===== src/rtl/commit_stage_pkg.sv =====
// Shared types and default widths for the commit stage.
package commit_stage_pkg;

  localparam int unsigned Xlen     = 32;
  localparam int unsigned Flen     = 64;
  localparam int unsigned RegW     = 5;
  localparam int unsigned InstretW = 64;
  localparam int unsigned CauseW   = 5;

  typedef enum logic [1:0] {
    StIdle,
    StWaitAck,
    StFlush
  } commit_state_e;

  typedef struct packed {
    logic       is_interrupt;
    logic [3:0] code;
  } trap_cause_t;

  // x0 is hardwired to zero, so writes to it are dropped.
  function automatic logic int_write_allowed(input logic we, input logic [RegW-1:0] rd);
    return we && (rd != '0);
  endfunction

endpackage


===== src/rtl/commit_stage_instret_counter.sv =====
// Free-running event counter with a CSR write port; a write wins over an increment.
module commit_stage_instret_counter #(
  parameter int unsigned Width = 64
) (
  input  logic             clk_i,
  input  logic             rst_ni,
  input  logic             inc_i,
  input  logic             we_i,
  input  logic [Width-1:0] wdata_i,
  output logic [Width-1:0] count_o
);

  logic [Width-1:0] count_d, count_q;

  // Next count: CSR write has priority, increment wraps naturally.
  always_comb begin
    count_d = count_q;
    if (we_i) begin
      count_d = wdata_i;
    end else if (inc_i) begin
      count_d = count_q + Width'(1);
    end
  end

  // Counter state.
  always_ff @(posedge clk_i or negedge rst_ni) begin
    if (!rst_ni) begin
      count_q <= '0;
    end else begin
      count_q <= count_d;
    end
  end

  assign count_o = count_q;

endmodule


===== src/rtl/commit_stage.sv =====
// Commit stage: retires ops into the RF write ports, counts retired instructions and
// sequences traps / trap returns with the CSR unit before flushing to the new PC.
module commit_stage
  import commit_stage_pkg::*;
#(
  parameter int unsigned Xlen     = commit_stage_pkg::Xlen,
  parameter int unsigned Flen     = commit_stage_pkg::Flen,
  parameter int unsigned RegW     = commit_stage_pkg::RegW,
  parameter int unsigned InstretW = commit_stage_pkg::InstretW
) (
  input  logic                clk_i,
  input  logic                rst_ni,
  input  logic                in_valid_i,
  input  logic [Xlen-1:0]     in_pc_i,
  input  logic [RegW-1:0]     in_rd_i,
  input  logic                in_int_we_i,
  input  logic                in_fp_we_i,
  input  logic [Xlen-1:0]     in_int_value_i,
  input  logic [Flen-1:0]     in_fp_value_i,
  input  logic                in_trap_valid_i,
  input  logic [CauseW-1:0]   in_trap_cause_i,
  input  logic [Xlen-1:0]     in_trap_value_i,
  input  logic                in_trap_return_i,
  input  logic                csr_ack_i,
  input  logic [Xlen-1:0]     csr_target_i,
  input  logic                instret_we_i,
  input  logic [InstretW-1:0] instret_wdata_i,
  output logic                int_rf_we_o,
  output logic [RegW-1:0]     int_rf_addr_o,
  output logic [Xlen-1:0]     int_rf_data_o,
  output logic                fp_rf_we_o,
  output logic [RegW-1:0]     fp_rf_addr_o,
  output logic [Flen-1:0]     fp_rf_data_o,
  output logic                trap_req_o,
  output logic                trap_ret_req_o,
  output logic [Xlen-1:0]     trap_pc_o,
  output logic [CauseW-1:0]   trap_cause_o,
  output logic [Xlen-1:0]     trap_value_o,
  output logic                stall_req_o,
  output logic                flush_req_o,
  output logic [Xlen-1:0]     flush_target_o,
  output logic [InstretW-1:0] instret_o
);

  commit_state_e state_q;

  logic            int_rf_we_q, fp_rf_we_q;
  logic [RegW-1:0] int_rf_addr_q, fp_rf_addr_q;
  logic [Xlen-1:0] int_rf_data_q;
  logic [Flen-1:0] fp_rf_data_q;
  logic            trap_req_q, trap_ret_req_q;
  logic [Xlen-1:0] trap_pc_q, trap_value_q;
  trap_cause_t     trap_cause_q;
  logic            flush_req_q;
  logic [Xlen-1:0] flush_target_q;

  logic is_exc, retire, ret_done;

  // Decode what the current cycle does to the architectural state.
  always_comb begin
    is_exc   = in_trap_valid_i || in_trap_return_i;
    retire   = (state_q == StIdle) && in_valid_i && !is_exc;
    // A trap return counts as retired once the CSR accepts it; a trap never does.
    ret_done = (state_q == StWaitAck) && csr_ack_i && trap_ret_req_q;
  end

  // Control FSM with registered RF strobes, CSR requests and flush.
  always_ff @(posedge clk_i or negedge rst_ni) begin
    if (!rst_ni) begin
      state_q        <= StIdle;
      int_rf_we_q    <= 1'b0;
      int_rf_addr_q  <= '0;
      int_rf_data_q  <= '0;
      fp_rf_we_q     <= 1'b0;
      fp_rf_addr_q   <= '0;
      fp_rf_data_q   <= '0;
      trap_req_q     <= 1'b0;
      trap_ret_req_q <= 1'b0;
      trap_pc_q      <= '0;
      trap_cause_q   <= '0;
      trap_value_q   <= '0;
      flush_req_q    <= 1'b0;
      flush_target_q <= '0;
    end else begin
      // Strobes are single-cycle pulses unless re-armed below.
      int_rf_we_q <= 1'b0;
      fp_rf_we_q  <= 1'b0;
      flush_req_q <= 1'b0;
      unique case (state_q)
        StIdle: begin
          if (in_valid_i && is_exc) begin
            state_q        <= StWaitAck;
            trap_req_q     <= in_trap_valid_i;
            trap_ret_req_q <= !in_trap_valid_i;
            trap_pc_q      <= in_pc_i;
            trap_cause_q   <= trap_cause_t'(in_trap_cause_i);
            trap_value_q   <= in_trap_value_i;
          end else if (retire) begin
            int_rf_we_q   <= int_write_allowed(in_int_we_i, in_rd_i);
            fp_rf_we_q    <= in_fp_we_i;
            int_rf_addr_q <= in_rd_i;
            fp_rf_addr_q  <= in_rd_i;
            int_rf_data_q <= in_int_value_i;
            fp_rf_data_q  <= in_fp_value_i;
          end
        end
        StWaitAck: begin
          if (csr_ack_i) begin
            state_q        <= StFlush;
            trap_req_q     <= 1'b0;
            trap_ret_req_q <= 1'b0;
            flush_req_q    <= 1'b1;
            flush_target_q <= csr_target_i;
          end
        end
        StFlush: begin
          // Whatever arrives now is younger than the redirect and is dropped.
          state_q <= StIdle;
        end
        default: state_q <= StIdle;
      endcase
    end
  end

  commit_stage_instret_counter #(
    .Width (InstretW)
  ) u_instret_counter (
    .clk_i   (clk_i),
    .rst_ni  (rst_ni),
    .inc_i   (retire || ret_done),
    .we_i    (instret_we_i),
    .wdata_i (instret_wdata_i),
    .count_o (instret_o)
  );

  assign int_rf_we_o    = int_rf_we_q;
  assign int_rf_addr_o  = int_rf_addr_q;
  assign int_rf_data_o  = int_rf_data_q;
  assign fp_rf_we_o     = fp_rf_we_q;
  assign fp_rf_addr_o   = fp_rf_addr_q;
  assign fp_rf_data_o   = fp_rf_data_q;
  assign trap_req_o     = trap_req_q;
  assign trap_ret_req_o = trap_ret_req_q;
  assign trap_pc_o      = trap_pc_q;
  assign trap_cause_o   = trap_cause_q;
  assign trap_value_o   = trap_value_q;
  assign stall_req_o    = (state_q == StWaitAck);
  assign flush_req_o    = flush_req_q;
  assign flush_target_o = flush_target_q;

endmodule

===== config.mk =====
export PLATFORM = sky130hd
export DESIGN_NAME = commit_stage
export DESIGN_NICKNAME = d
export VERILOG_FILES = /design/src/rtl/commit_stage_pkg.sv /design/src/rtl/commit_stage_instret_counter.sv /design/src/rtl/commit_stage.sv
export SDC_FILE = /design/constraint.sdc
export NUM_CORES = 1
export LEC_CHECK = 0
export CAP_MARGIN = 20
export CORE_AREA = 2 2 214 216
export DETAILED_ROUTE_END_ITERATION = 8
export DIE_AREA = 0 0 216 218
export GPL_ROUTABILITY_DRIVEN = 1
export PLACE_DENSITY_LB_ADDON = 0.08
export REMOVE_ABC_BUFFERS = 1
export SLEW_MARGIN = 15
export SYNTH_ARGS = -nofsm -noshare
export SYNTH_HDL_FRONTEND = slang
export SYNTH_SLANG_ARGS = --single-unit

===== constraint.sdc =====
create_clock -name clk_i -period 4.25 [get_ports clk_i]
set_clock_uncertainty 0.1 [all_clocks]
set_input_delay 0.6375 -clock clk_i [delete_from_list [all_inputs] [get_ports clk_i]]
set_output_delay 0.6375 -clock clk_i [all_outputs]
set_load 0.1 [all_outputs]

# [After elaboration in Yosys (flattened, before gate mapping)]
# Cells that the tools add are included.
[totals] output_inout_bits=277 regBits=273 input_bits=275
[op_classes] n_bitwise=1 muxes=18 n_reduce_logical=19 eq_ne=3 addsub=1
[ops] op="64-bit 2-to-1 mux" n=2
[ops] op="64-bit by 1-bit adder with 64-bit output (second input constant)" n=1
[ops] op="1-bit 2-to-1 mux" n=11
[ops] op="1-bit logical AND" n=6
[ops] op="2-bit AND reduction" n=3
[ops] op="3-bit AND reduction" n=2
[ops] op="5-bit nonzero test" n=1
[ops] op="2-bit 2-to-1 mux" n=2
[ops] op="1-bit case mux with 2 select lines" n=2
[ops] op="2-bit case mux with 2 select lines" n=1
[ops] op="2-bit nonzero test" n=2
[ops] op="2-bit by 1-bit equality test with 1-bit output (second input constant)" n=1
[ops] op="1-bit logical NOT" n=2
[ops] op="2-bit logical NOT" n=1
[ops] op="1-bit logical OR" n=2
[ops] op="2-bit by 1-bit inequality test with 1-bit output (second input constant)" n=1
[ops] op="2-bit inequality test (second input constant)" n=1
[ops] op="1-bit inverter" n=1

# [Logic depth before layout (Yosys ltp)]
# Gate-level depths: netlist (run 1).
[depth] ltp_word=6 ltp_mapped=10 mapped_depth_nobuf=8

# [Cells and area by module]
# A second synthesis (run 1) with hierarchy kept.
[hier_totals] cells_unflattened=882 hier_area_um2=11642.4
[modules_own_cells] mod="commit_stage" area_each_um2=7893.8 n_inst=1 cells_per_inst=460
[modules_own_cells] mod="commit_stage_instret_counter" area_each_um2=3748.6 n_inst=1 cells_per_inst=422

# [Worst setup path before layout (run 1)]
# Ideal clock, no wire load.
[synth_path] path_type="flip-flop to flip-flop" startpoint="register u_instret_counter.count_q[0], in the netlist u_instret_counter.count_o[0]" endpoint="register u_instret_counter.count_q[40], in the netlist u_instret_counter.count_o[40]" arrival_ns=3.238 setup_ns=0.082 path_stages_with_launch=9 required_time_ns=4.068 period_less_slack_ns=3.420 slack_ns=0.830 cell_sequence="dfrtp_1 -> ha_1 -> nand4_1 -> or4_4 -> buf_6 -> or4_1 -> buf_2 -> or4_1 -> a31oi_1"
[synth_between] elab_chain_len=3
[synth_rtl] item="start: declaration" line="commit_stage_instret_counter.sv:13" text="logic [Width-1:0] count_d, count_q;"
[synth_rtl] item="start signal: assignment" line="commit_stage_instret_counter.sv:30" text="count_q <= count_d;"
[synth_rtl] item="64-bit by 1-bit adder with 64-bit output" line="commit_stage_instret_counter.sv:21" text="count_d = count_q + Width'(1);"
[synth_rtl] item="64-bit 2-to-1 mux" line="commit_stage_instret_counter.sv:20" text="end else if (inc_i) begin"
[synth_rtl] item="64-bit 2-to-1 mux" line="commit_stage_instret_counter.sv:18" text="if (we_i) begin"
# No other way between the ends. The select of a mux whose other input is x is not followed.
# A chain may end at the register's enable or synchronous reset.

# [Worst setup path after layout (run 1)]
[layout_path] startpoint="register u_instret_counter.count_q[49], in the netlist u_instret_counter.count_o[49]" endpoint="output instret_o[49]"
[layout_rtl] item="end: declaration" line="commit_stage.sv:42" text="output logic [InstretW-1:0] instret_o"
# No word-level cell between the ends.

==> metrics.md, run 1 <==
| Metric | Value |
|---|---|
| Buffers and inverters on the worst path | `1` |
| Worst-path cell chain | `clkdlybuf4s50_1` |
| WP data required | `3510 ps` |
| Layout cells sized above 1 | `10.8%` |
| Root Driver | `clkbuf_16` |
| Worst path slowest cell | `clkdlybuf4s50_1` |
| DRC viols | `0` |
| P_int | `0.00708 W` |
| Status | `completed` |
| Drt pass-1 iters | `4` |
| Cells after DPL | `2,245` |
| Avg WL per Cell | `20.1 um` |
| Power Density | `839 nW/um^2` |
| Max-slew violations | `0` |
| Area of the core | `44,900 um^2` |
| Final WL | `46,500 um` |
| TritonCTS clock tree | `built` |
| Largest net degree at the start of global routing | `98` |
| Setup CP Type | `flop to output pin` |
| Minimum clock period | `3080 ps` |
| Layout Cells excl Fill | `2,316` |
| Gr ovfl total | `0` |
| Most common cell after layout, fill and taps aside | `clkdlybuf4s50_1` |
| Synthesized area per cell | `10.3 um^2` |
| Critical path capture point type | `output pin` |
| Via count | `10,500` |
| Mapped Area | `11,700 um^2` |
| Synth unique cells | `43` |
| Max Clk Rate | `324 MHz` |
| Vias in the first global route | `10,600` |
| CTS HTree Levels | `2` |
| Post-synth EDFFs | `0` |
| Largest stage delay, worst path | `1240 ps` |
| Fin nets | `1,959` |
| Initial Utilization | `26.0%` |
| Most frequent cells in the layout | `549 x clkdlybuf4s50_1, 366 x nand2_1, 273 x dfrtp_1, 101 x mux2_2, 50 x o21ai_0` |
| FFs w/ async S/R, synth | `100%` |
| Part of the power in the clock network | `17.5%` |
| Iter 0 DRT Violations | `514` |
| Delay-heaviest family, CP | `buffers and inverters` |
| Critical path depth | `1` |
| Cells on worst reg2reg path | `6` |
| Avg Vias per Cell | `4.53` |
| Floorplan row count | `78` |
| Primary FF master, synth | `dfrtp_1` |
| Die area | `47,100 um^2` |
| Sw frac | `55.6%` |
| Initial antenna violation count | `10` |
| Final RePlAce weighted congestion | `0.822` |
| Die span in y | `218 um` |
| Area growth, synth to finish | `62.6%` |
| Bufs on Longest Clock Path | `3` |
| Post-cts gate resize count | `0` |
| Clock-pin transition on the worst setup and hold timing paths | `60 ps` |
| Worst-path fanout max | `13` |
| Clock latency on the worst-skew pair | `520 ps` |
| GRT Total Usage | `19.4%` |
| Synthesis Warnings | `0` |
| Seq/Total Area, Yosys | `58.4%` |
| Leak | `7.98 nW` |
| Final Hold Fails | `0` |
| FF+latch count, synth | `273` |
| CP startpoint kind | `flop` |
| Hold WC Path Type | `input pin to async pin` |
| I/O pins | `552` |
| Max Cap Violations | `0` |
| Fin crit share | `72.6%` |
| CTS Hold Bufs | `0` |
| Setup Buffers After CTS | `0` |
| CP Data Arrival Time | `2350 ps` |
| Unrepaired setup endpoints after global routing | `false` |
| Proportion of power drawn by flip-flops and latches | `24.2%` |
| Post-DP HPWL | `34,800 um` |
| Area of the multi-input gates | `4590 um^2` |
| First-pass GRT wire length | `69,400 um` |
| Mapped Cells | `1,139` |
| Power share of the combinational group | `58.3%` |
| Register area | `6830 um^2` |
| NetSw | `0.00886 W` |
| Design Power | `0.0159 W` |
| Overall die width | `216 um` |
| Slew HR | `25.2%` |
| FILL cells | `4,415` |
| Worst-margin pin slew | `1120 ps` |
| I/O Buffers | `551` |
| DRT antenna net count | `0` |
| Num CTS Buffers | `35` |
| Final setup vio count | `0` |
| VDD IR max | `0.567 mV` |
| Clock sink count | `273` |
[worst paths after layout]
| path | from | end | slack, ps |
|---|---|---|---|
| max in group asynchronous | rst_ni | fp_rf_data_o[55] | 2880 |
| hold reg to reg | trap_value_o[23] | trap_value_o[23] | 370 |
| setup reg to reg | u_instret_counter.count_o[0] | u_instret_counter.count_o[40] | 1210 |
| setup / recovery | u_instret_counter.count_o[49] | instret_o[49] | 1170 |
| min in group clk_i | trap_value_o[23] | trap_value_o[23] | 370 |
| hold / removal | rst_ni | fp_rf_data_o[33] | 9 |
[registers in the layout (all words and copies together) (netlist names), 2 cells and up]
register / flops
fp_rf_data_o: 64
trap_pc_o: 32
state_q: 2
flush_target_o: 32
fp_rf_addr_o: 5
int_rf_data_o: 32
u_instret_counter.count_o: 64
trap_value_o: 32
trap_cause_o: 5
[cell families (layout without fill, tap and decap cells)]
logic type	Yosys count	after routing	synth area share, %
compound gates	97	97	4.93
fa+ha+maj	1	1	0.107
flops	273	273	58.4
other cells	0	8	0
xor+xnor	32	32	2.40
buf+inv	74	643	2.62
mux	103	103	9.90
simple gates	559	559	21.6
[layer usage]
metal	routed length, um	part of all wire, %	track usage (%)	vias to the layer above
met5	39	0.084	0	-
met4	1110	2.4	7.17	6
met3	2980	6.4	5.01	58
met2	23300	50	33.5	336
met1	19100	41	23.4	5098
li1	-	-	-	4984
[power groups by stage]
stage	clock network [W]	logic, W	registers, W
floorplan	0	0.000872	0.00982
global placement	0	0.00935	0.00387
detailed placement	0	0.00935	0.00390
CTS	0.00290	0.00937	0.00386
global route	0.00300	0.00954	0.00397
finish	0.00279	0.00929	0.00386
[metrics by stage]
stage	util (%)	TNS [ps]	instance area, um^2	hold slack (ps)	worst slack, ps
global placement	39.9	0	17900	357	808
detailed placement	39.9	0	17900	361	766
CTS	42.2	0	19000	58.4	1120
global route	42.3	0	19000	72.8	1090
floorplan	-	-34120	11400	242	-832
finish	42.3	0	19000	8.55	1170
[cells in the mapped netlist (2+ instances only)]
cell	count	area, um^2
nor3b_1	5	37.5
nor4_1	21	131
dfrtp_1	273	6830
o31ai_1	11	82.6
buf_4	5	37.5
o311ai_0	2	17.5
nor3_1	8	40.0
mux2_2	101	1140
clkbuf_1	56	210
a22oi_1	2	15.0
a31o_2	2	17.5
a31oi_1	27	169
buf_2	2	10.0
and3_1	5	31.3
inv_1	9	33.8
xnor2_1	29	254
and2_1	3	18.8
nand2_1	367	1380
mux2i_1	2	20.0
xor2_1	3	26.3
and4_1	7	61.3
o21ai_0	50	250
nor2_1	40	150
nand4b_1	2	17.5
nand3_1	28	140
nor2b_1	3	18.8
or3_1	19	119
or4_1	17	128
nor4b_1	3	26.3
nand4bb_1	2	22.5
nand4_1	23	144
[layout make-up]
type | instances | share of cell area, %
clock inverters | 10 | 0.336
clock buffers | 52 | 5.26
inverters | 10 | 0.197
multi-input cells | 792 | 24.1
flip-flops and latches | 273 | 35.9
repair buffers | 571 | 30.1
well taps | 600 | 3.95
diodes | 8 | 0.105
Power figures use the tool's default switching activity.
==> run 2, diff against run 1 <==
CORE_AREA = 2 2 216 218   (was 2 2 214 216)
DIE_AREA = 0 0 218 220   (was 0 0 216 218)
clock period = 2.5 ns   (was 4.25 ns; I/O delays follow)
==> run 2 against run 1 <==
Compared with the run above:
- the flow now finishes with violations (negative setup slack)
- register-to-register slack lost 1200 ps
- non-clock buffer count rose by 59
- sequential power grew 70%
- routed wire length is 0.89% higher
- worst hold slack better by 180 ps
- die area grew 1.9%
- global-route usage down 0.69 points
- setup slack worse by 1200 ps
- clock power up 78%
- via count up 1.9%
- critical path type is now flop to flop
==> metrics.md, run 2 (same netlist as run 1, synthesis figures left out) <==
| Metric | Value |
|---|---|
| Buffers and inverters on the worst path | `0` |
| CTS HTree Levels | `2` |
| Part of the power in the clock network | `18.4%` |
| Failing checks | `negative setup slack` |
| Die span in y | `220 um` |
| Initial Utilization | `25.5%` |
| Setup WS post-layout | `-31.6 ps` |
| Clock sink count | `273` |
| CP startpoint kind | `flop` |
| WP data required | `2860 ps` |
| Critical path capture point type | `flop` |
| Unrepaired setup endpoints after global routing | `true` |
| Post-DP HPWL | `35,400 um` |
| Delay-heaviest family, CP | `simple AND/OR/NAND/NOR gates` |
| Final Core Density | `41.5%` |
| Register area | `6830 um^2` |
| Met3 wire length | `3310 um` |
| Fin nets | `2,019` |
| Worst-margin pin slew | `483 ps` |
| Fin crit share | `101%` |
| Proportion of power drawn by flip-flops and latches | `24.3%` |
| Iter 0 DRT Violations | `595` |
| NetSw | `0.0151 W` |
| Max Clk Rate | `395 MHz` |
| First-pass GRT wire length | `67,400 um` |
| Initial antenna violation count | `5` |
| Most common cell after layout, fill and taps aside | `nand2_1` |
| Min-delay src | `instret_we_i` |
| Avg WL per Cell | `19.7 um` |
| Num CTS Buffers | `35` |
| FILL cells | `4,616` |
| Vias in the first global route | `10,500` |
| P_int | `0.0118 W` |
| Final WL | `46,900 um` |
| Gr ovfl total | `0` |
| Largest stage delay, worst path | `610 ps` |
| Overall die width | `218 um` |
| Slew HR | `67.5%` |
| DR WL met2 | `23,700 um` |
| M1 wire length | `19,000 um` |
| Floorplan row count | `79` |
| VDD IR max | `0.801 mV` |
| DRC viols | `0` |
| Worst-path fanout max | `8` |
| Worst-path cell chain | `ha_2 > nand4_1 > or4_4 > or4_4 > or4_1 > a31oi_1` |
| Max Cap Violations | `0` |
| Most frequent cells in the layout | `366 x nand2_1, 339 x buf_4, 272 x dfrtp_1, 272 x clkdlybuf4s50_1, 101 x mux2_2` |
| Power share of the combinational group | `57.3%` |
| Area of the multi-input gates | `4680 um^2` |
| Sw frac | `56.2%` |
| Area of the core | `45,900 um^2` |
| Setup CP Type | `flop to flop` |
| Layout cells sized above 1 | `30.5%` |
| Minimum clock period | `2530 ps` |
| Crit path launch | `u_instret_counter.count_o[0]` |
| Status | `complete, but fails checks` |
| DRT antenna net count | `0` |
| Power Density | `1420 nW/um^2` |
| TritonCTS clock tree | `built` |
| Final Hold Fails | `0` |
| Final RePlAce weighted congestion | `0.829` |
| Reg2reg start | `u_instret_counter.count_o[0]` |
| I/O pins | `552` |
| I/O Buffers | `551` |
| CP dominant cell by count | `or4_4` |
| Largest net degree at the start of global routing | `64` |
| Hold WC Path Type | `input pin to flop` |
| Leak | `8.67 nW` |
| Drt pass-1 iters | `7` |
| Clock-pin transition on the worst setup and hold timing paths | `60 ps` |
| Die area | `48,000 um^2` |
| Avg Vias per Cell | `4.49` |
| Bufs on Longest Clock Path | `3` |
| Root Driver | `clkbuf_16` |
| Hold WS | `187 ps` |
| Max-slew violations | `0` |
| Via count | `10,700` |
| Worst path slowest cell | `or4_4` |
| Area growth, synth to finish | `62.8%` |
| Final setup vio count | `1` |
| Clock latency on the worst-skew pair | `540 ps` |
| Design Power | `0.0270 W` |
| Max Used Layer | `met5` |
| CP Data Arrival Time | `2890 ps` |
| GRT Total Usage | `18.8%` |
-- run 2: changes by cell type in the layout (fill, tap and decap cells not counted), moves of 3 or more --
cell,delta
diode_2,-5
clkdlybuf4s50_1,-277
buf_12,+9
or4_1,-5
clkinv_2,-4
clkbuf_8,+5
or4_4,+5
buf_4,+323
clkbuf_1,-3
-- run 2: timing repair --
action	4_1_cts	5_1_grt
cloned	1	1
gates resized for setup	3	21
endpoints found under the setup margin	13	24
pin swaps	0	18
hold buffers	1	0
setup buffers	0	8
hold endpoints to repair	38	0
-- run 2: worst reg2reg max path, stage by stage (launching register included) --
cell and delay (ps):
dfrtp_1 350, ha_2 180, nand4_1 150, or4_4 490, or4_4 610, or4_1 420, a31oi_1 170
-- run 2: per-stage QoR --
| step | setup TNS, ps | cells | cell area [um^2] | setup WS, ps |
|---|---|---|---|---|
| finish | -31.6 | 2377 | 19000 | -31.6 |
| global route | -459 | 2376 | 19000 | -123 |
| global placement | -9270 | 2303 | 17700 | -481 |
| floorplan | -347060 | 1075 | 11400 | -2580 |
| CTS | -33.3 | 2366 | 18900 | -33.3 |
| detailed placement | -10170 | 2303 | 17700 | -484 |
-- run 2: worst paths after layout --
check | to | slack, ps | cells past startpoint
worst min-delay path | u_instret_counter.count_o[32] | 190 | 3
min in group asynchronous | trap_pc_o[11] | 240 | 2
worst min register to register | trap_pc_o[8] | 370 | 2
max in group asynchronous | int_rf_data_o[25] | 1280 | 3
worst max register to register | u_instret_counter.count_o[40] | -30 | 6
worst max-delay path | u_instret_counter.count_o[40] | -30 | 6
-- run 2: routing by layer --
layer / track usage, % / up-vias
li1: - / 5102
met1: 22.7 / 5160
met2: 32.8 / 355
met3: 5.11 / 62
met4: 4.85 / 4
met5: 0 / -
-- run 2: power by group through the flow --
stage | clock network [W] | logic, W | registers (W)
2_1_floorplan | 0 | 0.00148 | 0.0167
3_3_place_gp | 0 | 0.0155 | 0.00659
3_5_place_dp | 0 | 0.0156 | 0.00664
4_1_cts | 0.00512 | 0.0156 | 0.00657
5_1_grt | 0.00533 | 0.0159 | 0.00673
6_report | 0.00497 | 0.0155 | 0.00656
-- run 2: cell type report --
cell class	instances	share of cell area, %
flip-flops and latches	273	35.9
well taps	607	3.99
repair buffers	630	29.4
diodes	3	0.0394
clock inverters	6	0.250
multi-input cells	793	24.6
clock buffers	55	5.68
inverters	10	0.197
==> run 3, diff against run 2 <==
CORE_AREA = 2 2 217 219   (was 2 2 216 218)
DIE_AREA = 0 0 219 221   (was 0 0 218 220)
clock period = 2.4 ns   (was 2.5 ns; I/O delays follow)
==> run 3 against run 2 <==
Compared with the run above:
- the flow still finishes with violations (negative setup slack)
- die area is 0.92% higher
- non-clock buffer count is 16 higher
- clock power is 6.8% higher
- critical path depth stayed put
- highest routed layer is now met4
==> metrics.md, run 3 (same netlist as run 1, synthesis figures left out) <==
| Metric | Value |
|---|---|
| DRC viols | `0` |
| CP startpoint kind | `flop` |
| Num CTS Buffers | `34` |
| Cells after DPL | `2,319` |
| First-pass GRT wire length | `69,500 um` |
| Hold WS | `130 ps` |
| Setup WS post-layout | `-119 ps` |
| Cells on worst reg2reg path | `6` |
| Die area | `48,400 um^2` |
| Initial Utilization | `25.4%` |
| Most common cell after layout, fill and taps aside | `nand2_1` |
| RR Endpoint | `u_instret_counter.count_o[40]` |
| Fin crit share | `105%` |
| CP Data Arrival Time | `2870 ps` |
| DRT antenna net count | `0` |
| Overall die width | `219 um` |
| Largest net degree at the start of global routing | `59` |
| Iter 0 DRT Violations | `551` |
| Max Clk Rate | `397 MHz` |
| I/O Buffers | `551` |
| Clock sink count | `273` |
| Clock-pin transition on the worst setup and hold timing paths | `60 ps` |
| Slew HR | `65.6%` |
| Minimum clock period | `2520 ps` |
| Min-delay src | `instret_we_i` |
| GRT Total Usage | `18.9%` |
| Reg2reg start | `u_instret_counter.count_o[1]` |
| Min-Delay Endpoint | `u_instret_counter.count_o[32]` |
| Avg Vias per Cell | `4.47` |
| Critical path capture point type | `flop` |
| Fin nets | `2,034` |
| WP data required | `2760 ps` |
| Final setup vio count | `11` |
| Design Power | `0.0283 W` |
| Floorplan row count | `79` |
| Failing checks | `negative setup slack` |
| Bufs on Longest Clock Path | `3` |
| Leak | `8.81 nW` |
| Via count | `10,700` |
| Most frequent cells in the layout | `364 x nand2_1, 353 x buf_4, 273 x dfrtp_1, 272 x clkdlybuf4s50_1, 101 x mux2_2` |
| Area of the multi-input gates | `4800 um^2` |
| Max-slew violations | `0` |
| Layout cells sized above 1 | `31.9%` |
| Drt pass-1 iters | `5` |
| Max Cap Violations | `0` |
| FILL cells | `4,598` |
| Status | `complete, but fails checks` |
| TritonCTS clock tree | `built` |
| Hold WC Path Type | `input pin to flop` |
| Register area | `6830 um^2` |
| Final WL | `47,000 um` |
| Power Density | `1460 nW/um^2` |
| Worst-path fanout max | `7` |
| Root Driver | `clkbuf_16` |
| Final Hold Fails | `0` |
| Worst-margin pin slew | `516 ps` |
| Die span in y | `221 um` |
| VDD IR max | `1.01 mV` |
| Clock latency on the worst-skew pair | `540 ps` |
| CTS HTree Levels | `2` |
| Post-DP HPWL | `35,600 um` |
| I/O pins | `552` |
| Flop-to-flop setup slack | `-120 ps` |
| Area growth, synth to finish | `65.1%` |
| Setup CP Type | `flop to flop` |
| Hold depth | `3` |
| Unrepaired setup endpoints after global routing | `true` |
| Gr ovfl total | `0` |
| Area of the core | `46,100 um^2` |
| Layout Cells excl Fill | `2,396` |
| Initial antenna violation count | `5` |
| Avg WL per Cell | `19.6 um` |
| Final RePlAce weighted congestion | `0.829` |
| Vias in the first global route | `10,900` |
## run 3: critical path, stage by stage (launching register included)
cell,delay [ps]
dfrtp_1,350
ha_2,170
nand4_1,150
or4_4,470
or4_4,600
or4_4,430
a31oi_1,160
## run 3: where the power goes
part	internal [W]	switching [W]	leakage [nW]	total [W]
Combinational	0.00326	0.0129	4.94	0.0162
Clock	0.00323	0.00208	0.574	0.00531
Sequential	0.00601	0.000809	3.29	0.00682
## run 3: area by class of cell
class / instances / area share, %
multi-input cells: 793 / 24.9
flip-flops and latches: 273 / 35.4
clock inverters: 12 / 0.797
clock buffers: 50 / 5.19
repair buffers: 646 / 29.6
inverters: 10 / 0.194
well taps: 607 / 3.93
diodes: 5 / 0.0648
## run 3: layer usage
| layer | GRT usage, % | vias to the layer above | part of all wire (%) |
|---|---|---|---|
| li1 | - | 5132 | - |
| met1 | 22.5 | 5149 | 39 |
| met2 | 32.5 | 360 | 50 |
| met3 | 5.21 | 61 | 7.3 |
| met4 | 6.52 | 0 | 2.9 |
| met5 | 0 | - | 0 |
## run 3: timing repair
item,CTS,global route
setup buffers,1,8
gates cloned,2,1
pin swaps,3,28
hold buffers,1,0
gates resized for setup,8,44
endpoints found under the setup margin,25,29
hold endpoints to repair,41,0
## run 3: worst max path at each step
stage                     slack, ps                    startpoint                       endpoint
after floorplan               -2680                    state_q[0]  u_instret_counter.count_o[49]
after global placement         -520                    in_valid_i  u_instret_counter.count_o[40]
after detailed placement       -490                    in_valid_i  u_instret_counter.count_o[40]
after CTS                      -120  u_instret_counter.count_o[0]  u_instret_counter.count_o[40]
after global routing           -220  u_instret_counter.count_o[1]  u_instret_counter.count_o[40]
final                          -120  u_instret_counter.count_o[1]  u_instret_counter.count_o[40]
## run 3: metrics by stage
stage / instance area, um^2 / setup TNS [ps] / utilization (%) / worst slack, ps
floorplan: 11400 / -373650 / - / -2680
CTS: 19100 / -910 / 41.4 / -117
global route: 19300 / -1820 / 41.9 / -223
global placement: 17800 / -12280 / 38.7 / -523
finish: 19300 / -368 / 41.9 / -119
detailed placement: 17800 / -11300 / 38.7 / -489
